[config.mk]
export PLATFORM = sky130hd
export DESIGN_NAME = hamming_secded_codec
export DESIGN_NICKNAME = d
export VERILOG_FILES = /design/src/rtl/hamming_secded_codec.sv
export SDC_FILE = /design/constraint.sdc
export NUM_CORES = 1
export LEC_CHECK = 0
export CORE_MARGIN = 3
export CORE_UTILIZATION = 41
export CTS_BUF_LIST = sky130_fd_sc_hd__clkbuf_16
export DETAILED_ROUTE_END_ITERATION = 6
export PLACE_DENSITY_LB_ADDON = 0.3
export SYNTH_ARGS = -nofsm -noshare
export SYNTH_HDL_FRONTEND = slang
export SYNTH_SLANG_ARGS = --single-unit
[constraint.sdc]
create_clock -name clk -period 2.82 [get_ports clk]
set_input_delay 0.705 -clock clk [delete_from_list [all_inputs] [get_ports clk]]
set_output_delay 0.705 -clock clk [all_outputs]
set_load 0.005 [all_outputs]
[src/rtl/hamming_secded_codec.sv]
// Two-stage pipelined Hamming SECDED codec: per-word encode or decode with
// single-error correction, double-error detection and saturating error counters.
module hamming_secded_codec #(
  parameter int unsigned DATA_W = 11,
  parameter int unsigned PAR_W  = 4,
  parameter int unsigned CNT_W  = 16
) (
  input  logic                    clk,
  input  logic                    rst_n,
  input  logic                    in_valid,
  output logic                    in_ready,
  input  logic                    in_mode,
  input  logic [DATA_W+PAR_W:0]   in_data,
  output logic                    out_valid,
  input  logic                    out_ready,
  output logic [DATA_W+PAR_W:0]   out_data,
  output logic                    out_mode,
  output logic                    out_err_single,
  output logic                    out_err_double,
  output logic [PAR_W-1:0]        out_syndrome,
  input  logic                    clr_cnt,
  output logic [CNT_W-1:0]        corr_cnt,
  output logic [CNT_W-1:0]        uncorr_cnt
);

  localparam int unsigned N      = DATA_W + PAR_W;
  localparam int unsigned CODE_W = N + 1;

  if ((32'd1 << PAR_W) < DATA_W + PAR_W + 1) begin : g_param_check
    $error("hamming_secded_codec: PAR_W too small for DATA_W");
  end

  function automatic logic is_pow2(input int unsigned i);
    return ((i & (i - 32'd1)) == 32'd0);
  endfunction

  function automatic logic [PAR_W-1:0] syndrome_f(input logic [N-1:0] cw);
    logic [PAR_W-1:0] s;
    s = '0;
    for (int unsigned i = 1; i <= N; i++) begin
      if (cw[i-1]) s = s ^ PAR_W'(i);
    end
    return s;
  endfunction

  // Data bits occupy the non-power-of-two positions, LSB first.
  function automatic logic [N-1:0] place_f(input logic [DATA_W-1:0] d);
    logic [N-1:0] cw;
    int unsigned  k;
    cw = '0;
    k  = 0;
    for (int unsigned i = 1; i <= N; i++) begin
      if (!is_pow2(i) && k < DATA_W) begin
        cw[i-1] = d[k];
        k++;
      end
    end
    return cw;
  endfunction

  function automatic logic [DATA_W-1:0] extract_f(input logic [N-1:0] cw);
    logic [DATA_W-1:0] d;
    int unsigned       k;
    d = '0;
    k = 0;
    for (int unsigned i = 1; i <= N; i++) begin
      if (!is_pow2(i) && k < DATA_W) begin
        d[k] = cw[i-1];
        k++;
      end
    end
    return d;
  endfunction

  // With check positions still zero, the syndrome bits are exactly the check bits.
  function automatic logic [CODE_W-1:0] encode_f(input logic [DATA_W-1:0] d);
    logic [N-1:0]     cw;
    logic [PAR_W-1:0] s;
    cw = place_f(d);
    s  = syndrome_f(cw);
    for (int unsigned k = 0; k < PAR_W; k++) begin
      if ((32'd1 << k) <= N) cw[(32'd1 << k) - 32'd1] = s[k];
    end
    return {^cw, cw};
  endfunction

  logic                adv;
  logic                s1_valid_q, s1_mode_q;
  logic [CODE_W-1:0]   s1_data_q;
  logic                out_valid_q, out_mode_q, err_single_q, err_double_q;
  logic [CODE_W-1:0]   out_data_q, out_data_d;
  logic [PAR_W-1:0]    syndrome_q, syndrome_d;
  logic                err_single_d, err_double_d;
  logic [CNT_W-1:0]    corr_cnt_q, uncorr_cnt_q;
  logic [PAR_W-1:0]    syn;
  logic                par;
  logic [N-1:0]        fixed;
  logic [CODE_W-1:0]   flip;

  assign adv      = !out_valid_q || out_ready;
  assign in_ready = adv;

  // Stage-2 result from the stage-1 word.
  always_comb begin
    syn          = syndrome_f(s1_data_q[N-1:0]);
    par          = ^s1_data_q;
    fixed        = s1_data_q[N-1:0];
    flip         = CODE_W'(1) << syn;
    out_data_d   = '0;
    err_single_d = 1'b0;
    err_double_d = 1'b0;
    syndrome_d   = '0;
    if (!s1_mode_q) begin
      out_data_d = encode_f(s1_data_q[DATA_W-1:0]);
    end else begin
      syndrome_d = syn;
      if (par) begin
        // syn == 0 means only the overall-parity bit flipped; flip[N:1] is then zero.
        if (32'(syn) <= N) begin
          fixed        = fixed ^ flip[N:1];
          err_single_d = 1'b1;
        end else begin
          err_double_d = 1'b1;
        end
      end else if (syn != '0) begin
        err_double_d = 1'b1;
      end
      out_data_d = CODE_W'(extract_f(fixed));
    end
  end

  always_ff @(posedge clk or negedge rst_n) begin
    if (!rst_n) begin
      s1_valid_q   <= 1'b0;
      s1_mode_q    <= 1'b0;
      s1_data_q    <= '0;
      out_valid_q  <= 1'b0;
      out_mode_q   <= 1'b0;
      out_data_q   <= '0;
      err_single_q <= 1'b0;
      err_double_q <= 1'b0;
      syndrome_q   <= '0;
    end else if (adv) begin
      s1_valid_q   <= in_valid;
      s1_mode_q    <= in_mode;
      s1_data_q    <= in_data;
      out_valid_q  <= s1_valid_q;
      out_mode_q   <= s1_mode_q;
      out_data_q   <= out_data_d;
      err_single_q <= err_single_d;
      err_double_q <= err_double_d;
      syndrome_q   <= syndrome_d;
    end
  end

  // Saturating error statistics; clear wins over a same-cycle increment.
  always_ff @(posedge clk or negedge rst_n) begin
    if (!rst_n) begin
      corr_cnt_q   <= '0;
      uncorr_cnt_q <= '0;
    end else if (clr_cnt) begin
      corr_cnt_q   <= '0;
      uncorr_cnt_q <= '0;
    end else if (out_valid_q && out_ready) begin
      if (err_single_q && corr_cnt_q != '1)   corr_cnt_q   <= corr_cnt_q + CNT_W'(1);
      if (err_double_q && uncorr_cnt_q != '1) uncorr_cnt_q <= uncorr_cnt_q + CNT_W'(1);
    end
  end

  assign out_valid      = out_valid_q;
  assign out_data       = out_data_q;
  assign out_mode       = out_mode_q;
  assign out_err_single = err_single_q;
  assign out_err_double = err_double_q;
  assign out_syndrome   = syndrome_q;
  assign corr_cnt       = corr_cnt_q;
  assign uncorr_cnt     = uncorr_cnt_q;

endmodule

==> flow_metrics.py, run 1 <==
metrics = {
    "power_and_ir_drop": {
        "p_int_mw": 2.83,
        "netSwitchingFraction_pct": 34.6,
        "power_switching_mw": 1.49,
        "combPwrFrac_pct": 42.1,
        "pwr_density_cell_nw_per_um2": 811,
        "clkPwrFrac_pct": 26.2,
        "seq_power_share_pct": 31.7,
        "vdd_drop_max_mv": 0.477,
        "leakagePower_nw": 2.29,
    },
    "sta": {
        "fin_crit_ps": 2640,
        "finalSetupViolCount": 0,
        "rsz0062_at_grt": "false",
        "final.setup_skew_ps": 6.70,
        "fmax_mhz": 378,
        "worst_slew_pin_slew_ps": 617,
        "finalCritPeriodShare_pct": 93.8,
        "tns_ps": 0,
        "holdWs_ps": 352,
        "relSlewSlack_pct": 58.6,
        "final-max-slew-violation-count": 0,
        "final-hold-violation-count": 0,
    },
    "worst_setup_path": {
        "r2r-end": "out_data[2]",
        "worstPathMaxFanout": 4,
        "worstPathRequired_ps": 2120,
        "critPathCaptureType": "output pin",
        "ff2ff_setup_slack_ps": 280,
        "reg2reg_depth": 7,
        "crit-reg2reg-launch": "s1_data_q[6]",
        "critical_path_class": "in -> out",
        "cp_data_arrival_time_ps": 1940,
        "cp-start-kind": "input port",
    },
    "logic_synthesis": {
        "syn-instance-count": 426,
        "syn_area_per_cell_um2": 9.52,
        "yosys_most_used_dff": "dfrtp_1",
        "ys_seq_elements": 74,
        "synth_edf_count": 0,
        "synth.area.top_cells": "dfrtp_1 46%, xnor2_1 9.1%, nand2_1 7.7%",
        "synth_commonest_cells": "83 x nand2_1, 74 x dfrtp_1, 44 x nor2_1",
        "ys_warn_count": 0,
        "yosys.area.top_type": "dfrtp_1",
        "yosysMostFrequentCell": "nand2_1",
        "synth_top_area_share_pct": 45.6,
        "synthArstFlopShare_pct": 100,
        "syn_area_um2": 4060,
        "yosysUniqueCellTypes": 48,
        "synth.yosys.seq_area_share_pct": 45.6,
        "syn-num-nets": 450,
    },
    "routing": {
        "vias": 3302,
        "post-route-drc-count": 0,
        "drt_iter0_markers": 218,
        "dr.pass1.iters": 4,
        "postRouteAntennaNets": 0,
        "avgRoutedWirePerCell_um": 14.9,
        "routed_wl_mm": 9.57,
        "routed_via_density": 5.13,
    },
    "global_route": {
        "grt_usage_pct": 17.8,
        "gr-total-overflow": 0,
        "antenna_found_initial": 0,
        "grt_max_degree": 47,
        "grt_pass1_vias": 3354,
        "grt_first_pass_wirelength_mm": 16.1,
    },
    "min_path": {
        "min_path_type": "in -> async",
    },
    "clocking": {
        "cts.sinks": 74,
        "cts-root-buf": "clkbuf_16",
        "clkTransAtPathRegs_ps": 60,
        "cts_max_path_buffers": 2,
        "cts_setup_buffers": 0,
        "cts_inserted_buffers": 9,
        "cts-resized-gates": 0,
        "cts_tree": "yes",
        "clkLatencyLatePin_ps": 330,
        "hold_buffers": 0,
        "cts_max_level": 3,
    },
    "finish": {
        "syn_to_final_growth_pct": 31.4,
        "stdcell_count": 644,
        "n_fill_cell": 850,
        "drive_gt1_share_pct": 8.93,
        "multiInputGateArea_um2": 2100,
        "ff_latch_area_um2": 1850,
        "fin_nets": 534,
        "antenna_cells": 0,
    },
    "outcome": {
        "outcome": "completed",
    },
    "die": {
        "dieArea_um2": 11100,
        "num_io_pins": 79,
        "die_h_um": 105,
        "die_w_um": 105,
        "initial_core_util_pct": 43.1,
        "num_rows": 35,
        "core_um2": 9420,
    },
    "placement": {
        "dpl.hpwl_mm": 6.95,
        "dp_cells": 628,
        "gp_congestion": 0.844,
        "port_buffers": 78,
    },
    "job": {
        "cap_violations": 0,
    },
}
## cell type report
cell class	count	share of cell area (%)
clock inverters	7	1.31
well taps	129	3.03
clock buffers	9	4.22
inverters	5	0.352
flip-flops and latches	74	34.7
repair buffers	94	17.0
multi-input cells	326	39.3
## worst max-delay path, stage by stage
cell             delay [ps]
clkdlybuf4s50_1         470
nor2b_2                 220
inv_1                    90
clkdlybuf4s50_1         450
## worst max-delay path by stage
stage | from | slack, ps | cells after the start | end
4_1_cts | out_ready | 180 | 4 | in_ready
3_3_place_gp | out_ready | 190 | 4 | in_ready
5_1_grt | out_ready | 120 | 4 | in_ready
6_report | out_ready | 180 | 4 | in_ready
3_5_place_dp | out_ready | 200 | 4 | in_ready
2_1_floorplan | s1_data_q[5] | 560 | 8 | out_data[3]
## cells in the final DEF (no fill, tap or decap), types with 6 or more instances in the layout
cell type / n
nor3b_1: 6
dfrtp_1: 74
o21ai_0: 17
nand3_1: 18
nand2_1: 83
xnor2_1: 42
nor3_1: 8
clkbuf_16: 9
clkdlybuf4s50_1: 77
buf_4: 15
mux2i_1: 6
a21oi_1: 11
xor2_1: 26
nor2_1: 44
## metrics by stage
step	cell area (µm²)	utilization, %	power (mW)	worst slack, ps
finish	5330	56.6	4.32	176
global route	5330	56.6	4.57	115
CTS	5330	56.6	4.35	182
detailed placement	5040	53.5	3.19	197
global placement	5040	53.5	3.17	186
floorplan	4060	-	2.57	563
## cells by family after synthesis
kind of cell	after synthesis	synth area share [%]
simple gates	193	22.1
compound gates	46	6.97
flops	74	45.6
buf+inv	26	2.74
fa+ha+maj	2	0.617
mux	6	1.48
xor+xnor	79	20.4
## metal layers
layer	global-route usage, %	part of all wire (%)	up-vias
li1	-	-	1592
met1	23.1	45	1585
met2	29.5	48	106
met3	4.23	5.5	19
met4	5.53	2.0	0
met5	0	0	-
## sequential cells by signal (all words and copies together), names as in the netlist
name and flops:
s1_mode_q 1, uncorr_cnt 16, s1_valid_q 1, s1_data_q 16, out_err_double 1, corr_cnt 16
out_data 16, out_valid 1, out_err_single 1, out_mode 1, out_syndrome 4
## power groups by stage
| stage | Combinational (mW) | Clock (mW) | Sequential [mW] |
|---|---|---|---|
| 2_1_floorplan | 1.23 | 0 | 1.34 |
| 6_report | 1.82 | 1.13 | 1.37 |
| 3_3_place_gp | 1.78 | 0 | 1.39 |
| 3_5_place_dp | 1.81 | 0 | 1.39 |
| 4_1_cts | 1.82 | 1.16 | 1.37 |
| 5_1_grt | 1.98 | 1.19 | 1.39 |
Note: power is estimated with default switching activity, not from simulation.
==> run 2, diff against run 1 <==
==> constraint.sdc (replaced) <==
create_clock -name clk -period 3.2 [get_ports clk]
set_input_delay 0.8 -clock clk [delete_from_list [all_inputs] [get_ports clk]]
set_output_delay 0.8 -clock clk [all_outputs]
set_load 0.005 [all_outputs]
==> flow_metrics.py, run 2 (synthesis gave the netlist of run 1 again) <==
metrics = {
    "clocking": {
        "cts.sinks": 74,
        "cts-root-buf": "clkbuf_16",
        "cts_tree": "yes",
        "cts-resized-gates": 0,
        "cts_max_path_buffers": 2,
        "cts_setup_buffers": 0,
        "clkTransAtPathRegs_ps": 60,
        "cts_max_level": 3,
        "cts_inserted_buffers": 9,
        "hold_buffers": 0,
        "clkLatencyLatePin_ps": 330,
    },
    "finish": {
        "drive_gt1_share_pct": 7.86,
        "fin_nets": 528,
        "final_cell_mix": "83 x nand2_1, 77 x clkdlybuf4s50_1, 74 x dfrtp_1, 44 x nor2_1, 42 x xnor2_1",
        "syn_to_final_growth_pct": 31.2,
        "antenna_cells": 0,
        "ff_latch_area_um2": 1850,
        "mostFrequentLayoutCell": "nand2_1",
        "multiInputGateArea_um2": 2100,
        "n_fill_cell": 862,
    },
    "sta": {
        "final-max-slew-violation-count": 0,
        "relSlewSlack_pct": 52.5,
        "rsz0062_at_grt": "false",
        "finalCritPeriodShare_pct": 89.2,
        "tns_ps": 0,
        "final-hold-violation-count": 0,
        "fmax_mhz": 350,
        "holdWs_ps": 471,
        "fin_crit_ps": 2850,
        "worst_slew_pin_slew_ps": 710,
        "finalSetupViolCount": 0,
        "final.setup_skew_ps": 6.87,
    },
    "die": {
        "core_um2": 9420,
        "initial_core_util_pct": 43.1,
        "dieArea_um2": 11100,
        "num_rows": 35,
        "die_h_um": 105,
        "die_w_um": 105,
        "num_io_pins": 79,
    },
    "routing": {
        "routed_via_density": 5.09,
        "routed_wl_mm": 9.15,
        "wl_met3_um": 531,
        "wl_met2_mm": 4.30,
        "dr.pass1.iters": 4,
        "postRouteAntennaNets": 0,
        "drt_iter0_markers": 153,
        "wl_met1_mm": 4.18,
        "avgRoutedWirePerCell_um": 14.3,
        "vias": 3247,
        "post-route-drc-count": 0,
        "routed.top_layer": "met4",
    },
    "global_route": {
        "grt_first_pass_wirelength_mm": 15.9,
        "antenna_found_initial": 0,
        "gr-total-overflow": 0,
        "grt_max_degree": 47,
        "grt_pass1_vias": 3235,
        "grt_usage_pct": 17.5,
    },
    "min_path": {
        "min_path_cells": 2,
        "min_path_type": "reg -> reg",
    },
    "power_and_ir_drop": {
        "clkPwrFrac_pct": 29.4,
        "pwr_density_cell_nw_per_um2": 734,
        "vdd_drop_max_mv": 0.354,
        "power_switching_mw": 1.29,
        "netSwitchingFraction_pct": 32.9,
        "finalPower_mw": 3.91,
        "p_int_mw": 2.62,
        "combPwrFrac_pct": 39.5,
        "seq_power_share_pct": 31.2,
        "leakagePower_nw": 2.27,
    },
    "outcome": {
        "outcome": "completed",
    },
    "worst_setup_path": {
        "reg2reg_depth": 7,
        "worstPathMaxFanout": 4,
        "cp-start-kind": "input port",
        "critPathCaptureType": "output pin",
        "cp_data_arrival_time_ps": 2050,
        "critical_path_class": "in -> out",
        "worstPathRequired_ps": 2400,
    },
    "job": {
        "cap_violations": 0,
    },
    "placement": {
        "dpl.hpwl_mm": 6.71,
        "port_buffers": 78,
        "gp_congestion": 0.877,
    },
}
## run 2: changes by cell type in the layout (fill, tap and decap cells not counted), sizes merged
cell / delta
clkinv: -4
buf: -6
bufinv: +2
inv: +1
clkinvlp: +1
## run 2: cell type report
class                   count  area share (%)
flip-flops and latches     74            34.8
well taps                 129            3.03
clock buffers               9            4.23
repair buffers             88            16.0
multi-input cells         326            39.4
clock inverters             7            2.23
inverters                   5           0.353
## run 2: final timing paths
kind / startpoint / end / slack (ps)
max: out_ready / in_ready / 350
min: out_syndrome[3] / out_syndrome[3] / 470
max reg2reg: s1_data_q[10] / out_data[2] / 620
min reg2reg: out_syndrome[3] / out_syndrome[3] / 470
max in group asynchronous: rst_n / s1_data_q[10] / 1950
min in group asynchronous: rst_n / corr_cnt[8] / 490
## run 2: power by group through the flow
stage | combinational, mW | sequential, mW | clock (mW)
global placement | 1.52 | 1.23 | 0
floorplan | 1.08 | 1.18 | 0
finish | 1.54 | 1.22 | 1.15
global route | 1.68 | 1.24 | 1.22
CTS | 1.55 | 1.22 | 1.17
detailed placement | 1.54 | 1.24 | 0
## run 2: per-stage QoR
step	utilization [%]	instance area (µm²)	std cells	setup WS, ps
after floorplan	-	4060	426	943
after global placement	52.9	4980	622	373
after detailed placement	52.9	4980	622	340
after CTS	56.5	5320	638	327
after global routing	56.5	5320	638	265
final	56.5	5320	638	346
## run 2: routing by layer
layer / up-vias / track usage, %
met3: 13 / 4.04
met4: 0 / 5.25
met1: 1556 / 23.6
met5: - / 0
li1: 1577 / -
met2: 101 / 28.1
## run 2: worst max-delay path, cell delays in order
cell	delay, ps
clkdlybuf4s50_1	480
nor2b_2	230
inv_1	90
clkdlybuf4s50_1	460
==> edit, RTL diff (config.mk and constraints of run 1) <==
`PAR_W`: 4 -> 6.
--- a/src/rtl/hamming_secded_codec.sv
+++ b/src/rtl/hamming_secded_codec.sv
@@ -2,7 +2,7 @@
 // single-error correction, double-error detection and saturating error counters.
 module hamming_secded_codec #(
   parameter int unsigned DATA_W = 11,
-  parameter int unsigned PAR_W  = 4,
+  parameter int unsigned PAR_W  = 6,
   parameter int unsigned CNT_W  = 16
 ) (
   input  logic                    clk,
Ports: changed (resized in_data, out_data and out_syndrome); port bits go from 79 to 85. The function was not compared with the original's and may differ.
==> edit against run 1 <==
- die area up 1.2%
- area after synthesis up 1.2%
- sequential power up 4%
- sequential cell count up 3
- via count up 1.1%
- utilization up 0.27 points
- power down 1.8%
- worst setup slack worse by 0.0021 ns
- cell area up 1.4%
- fmax about the same
- combinational power down 9.9%
- clock skew down 0.00064 ns
- wire length up 3.1%
- highest routed layer unchanged
==> edit: results (changes against run 1) <==
Route
The initial detailed-routing violation count came to 194 (was 218). The average routed wire per standard cell is 15.0 µm (was 14.9 µm). The total number of vias is 3338 (was 3302). The number of detailed-routing iterations run before antenna repair is 4 (unchanged).

Logic synthesis
The Yosys warning count is 0 (unchanged). The sequential-to-total area share from yosys stat was 0.469 (was 0.456). The count of different cell masters after synthesis is 44 (was 48). The main flop type after synthesis is dfrtp_1 (unchanged).

Most area-consuming cells after synthesis: dfrtp_1 (47%), nand2_1 (8.1%), xnor2_1 (8.1%), xor2_1 (6.8%), nor2_1 (3.6%) (was dfrtp_1 (46%), xnor2_1 (9.1%), nand2_1 (7.7%), xor2_1 (5.6%), nor2_1 (4.1%)). The share of async-settable or async-resettable flops after synthesis came to 1.00 (unchanged). Top post-synthesis cells by count: nand2_1 (89), dfrtp_1 (77), nor2_1 (39) (was nand2_1 (83), dfrtp_1 (74), nor2_1 (44)).

Final layout
Ranked by flip-flop count, first place goes to s1_data_q. The antenna cell count was 0 (unchanged). The fill cell instance count of the final layout came to 866 (was 850). The count of nets after finishing was 551 (was 534). The fraction of layout cells with a size suffix above 1 was 0.0699 (was 0.0893). The number of flip-flops in the largest register is 18.

Pwr
The worst-case vdd ir drop is 0.635 mV (was 0.477 mV). The leakage dissipation is 2.32 nW (was 2.29 nW).

Hold path
The classification of the worst-slack hold path is in -> async (unchanged).

Timing
The final setup skew was 0.00606 ns (was 0.00670 ns). The actual slew at the worst max-slew pin is 0.941 ns (was 0.617 ns).

Worst setup path
The stage delay of the slowest cell on the critical path is 0.58 ns (was 0.47 ns). The data arrival time of the critical path was 2.85 ns (was 1.94 ns). The cell with the largest stage delay on the worst path is or4_4 (was clkdlybuf4s50_1). The gate family responsible for the most delay along the worst path is XOR/XNOR gates (was buffers and inverters). The highest fanout seen on the critical path is 10 (was 4).

Clock network
The worst-skew pair later-pin latency is 0.33 ns (about the same). The total CTS buffers was 9 (unchanged). The root cell of the clock tree is clkbuf_16 (unchanged). The clock input transition at the sequential cells of the worst setup and hold paths is 0.06 ns (about the same). The maximum count of clock buffers along a single path is 2 (unchanged). The maximum level of the CTS H-tree is 3 (unchanged).

Place
The final HPWL from detailed placement came to 7110 µm (was 6950 µm). The count of buffers from port buffering is 81 (was 78). The weighted congestion reported at the end of routability-driven placement is 0.910 (was 0.844).

GRT
The largest net degree at the start of global routing is 52 (was 47). The initial antenna violation count is 0 (unchanged). The met1 track demand over resource was 0.230 (was 0.231).

The total global routing track utilization is 0.181 (was 0.178). The met2 layer usage reported by global route was 0.312 (was 0.295). The wire length of the first global-routing pass is 16500 µm (was 16100 µm).

The global-route track usage on met3 is 0.0455 (was 0.0423).

Run status
Status: finished, final reports clean (unchanged).
[edit: changes by cell type after synthesis, sizes merged, moves of 4 or more]
cell   delta
xor2      +4
nor2      -5
nand3     -4
nand2     +6
a21oi     +8
xnor2     -6
nand4     +7
[edit: path summary, 6_finish.rpt]
path                         startpoint       endpoint  slack (ns)  depth (start not counted)
max                        s1_data_q[8]    out_data[6]        0.17                          7
min                               rst_n  uncorr_cnt[5]        0.34                          1
max reg2reg                s1_data_q[8]    out_data[6]        0.17                          7
min reg2reg                  s1_valid_q     s1_valid_q        0.47                          2
max in group asynchronous         rst_n   out_data[11]        1.88                          2
min in group clk             s1_valid_q     s1_valid_q        0.47                          2
[edit: cell type report]
class                   count  area (µm²)  area share
clock buffers               9         225      0.0416
inverters                   5        18.8     0.00347
clock inverters             6        80.1      0.0148
repair buffers             95         926       0.171
multi-input cells         337        2070       0.383
flip-flops and latches     77        1930       0.356
well taps                 129         161      0.0298
[edit: repair_timing]
action,in CTS,in global routing
setup endpoints to repair,0,3
buffers inserted,0,0
hold endpoints to repair,0,0
resized for setup,0,1
[edit: power by group]
part,switching (mW),internal [mW],total (mW)
sequential,0.154,1.27,1.42
combinational,0.815,0.820,1.64
clock,0.425,0.761,1.19
total,1.40,2.85,4.24
[edit: logic make-up (layout without fill, tap and decap cells)]
family	after synthesis	count (layout)	synth area share
fa+ha+maj	2	2	0.00609
flops	77	77	0.469
simple gates	199	199	0.228
compound gates	53	53	0.0728
xor+xnor	75	75	0.178
buf+inv	29	115	0.0326
other cells	1	3	0.000913
mux	5	5	0.0122
[edit: layer usage]
layer	wire (µm)	vias up
met5	0	-
met4	98	0
met3	497	8
met2	4930	97
met1	4330	1604
li1	-	1629
[edit: per-stage QoR]
step / hold slack [ns] / setup slack [ns] / instance area, µm² / cells
final: 0.344 / 0.174 / 5410 / 658
after detailed placement: 0.451 / 0.149 / 5090 / 643
after global routing: 0.369 / 0.0127 / 5410 / 658
after global placement: 0.447 / 0.178 / 5090 / 643
after CTS: 0.361 / 0.114 / 5400 / 658
after floorplan: 0.409 / 0.253 / 4120 / 443
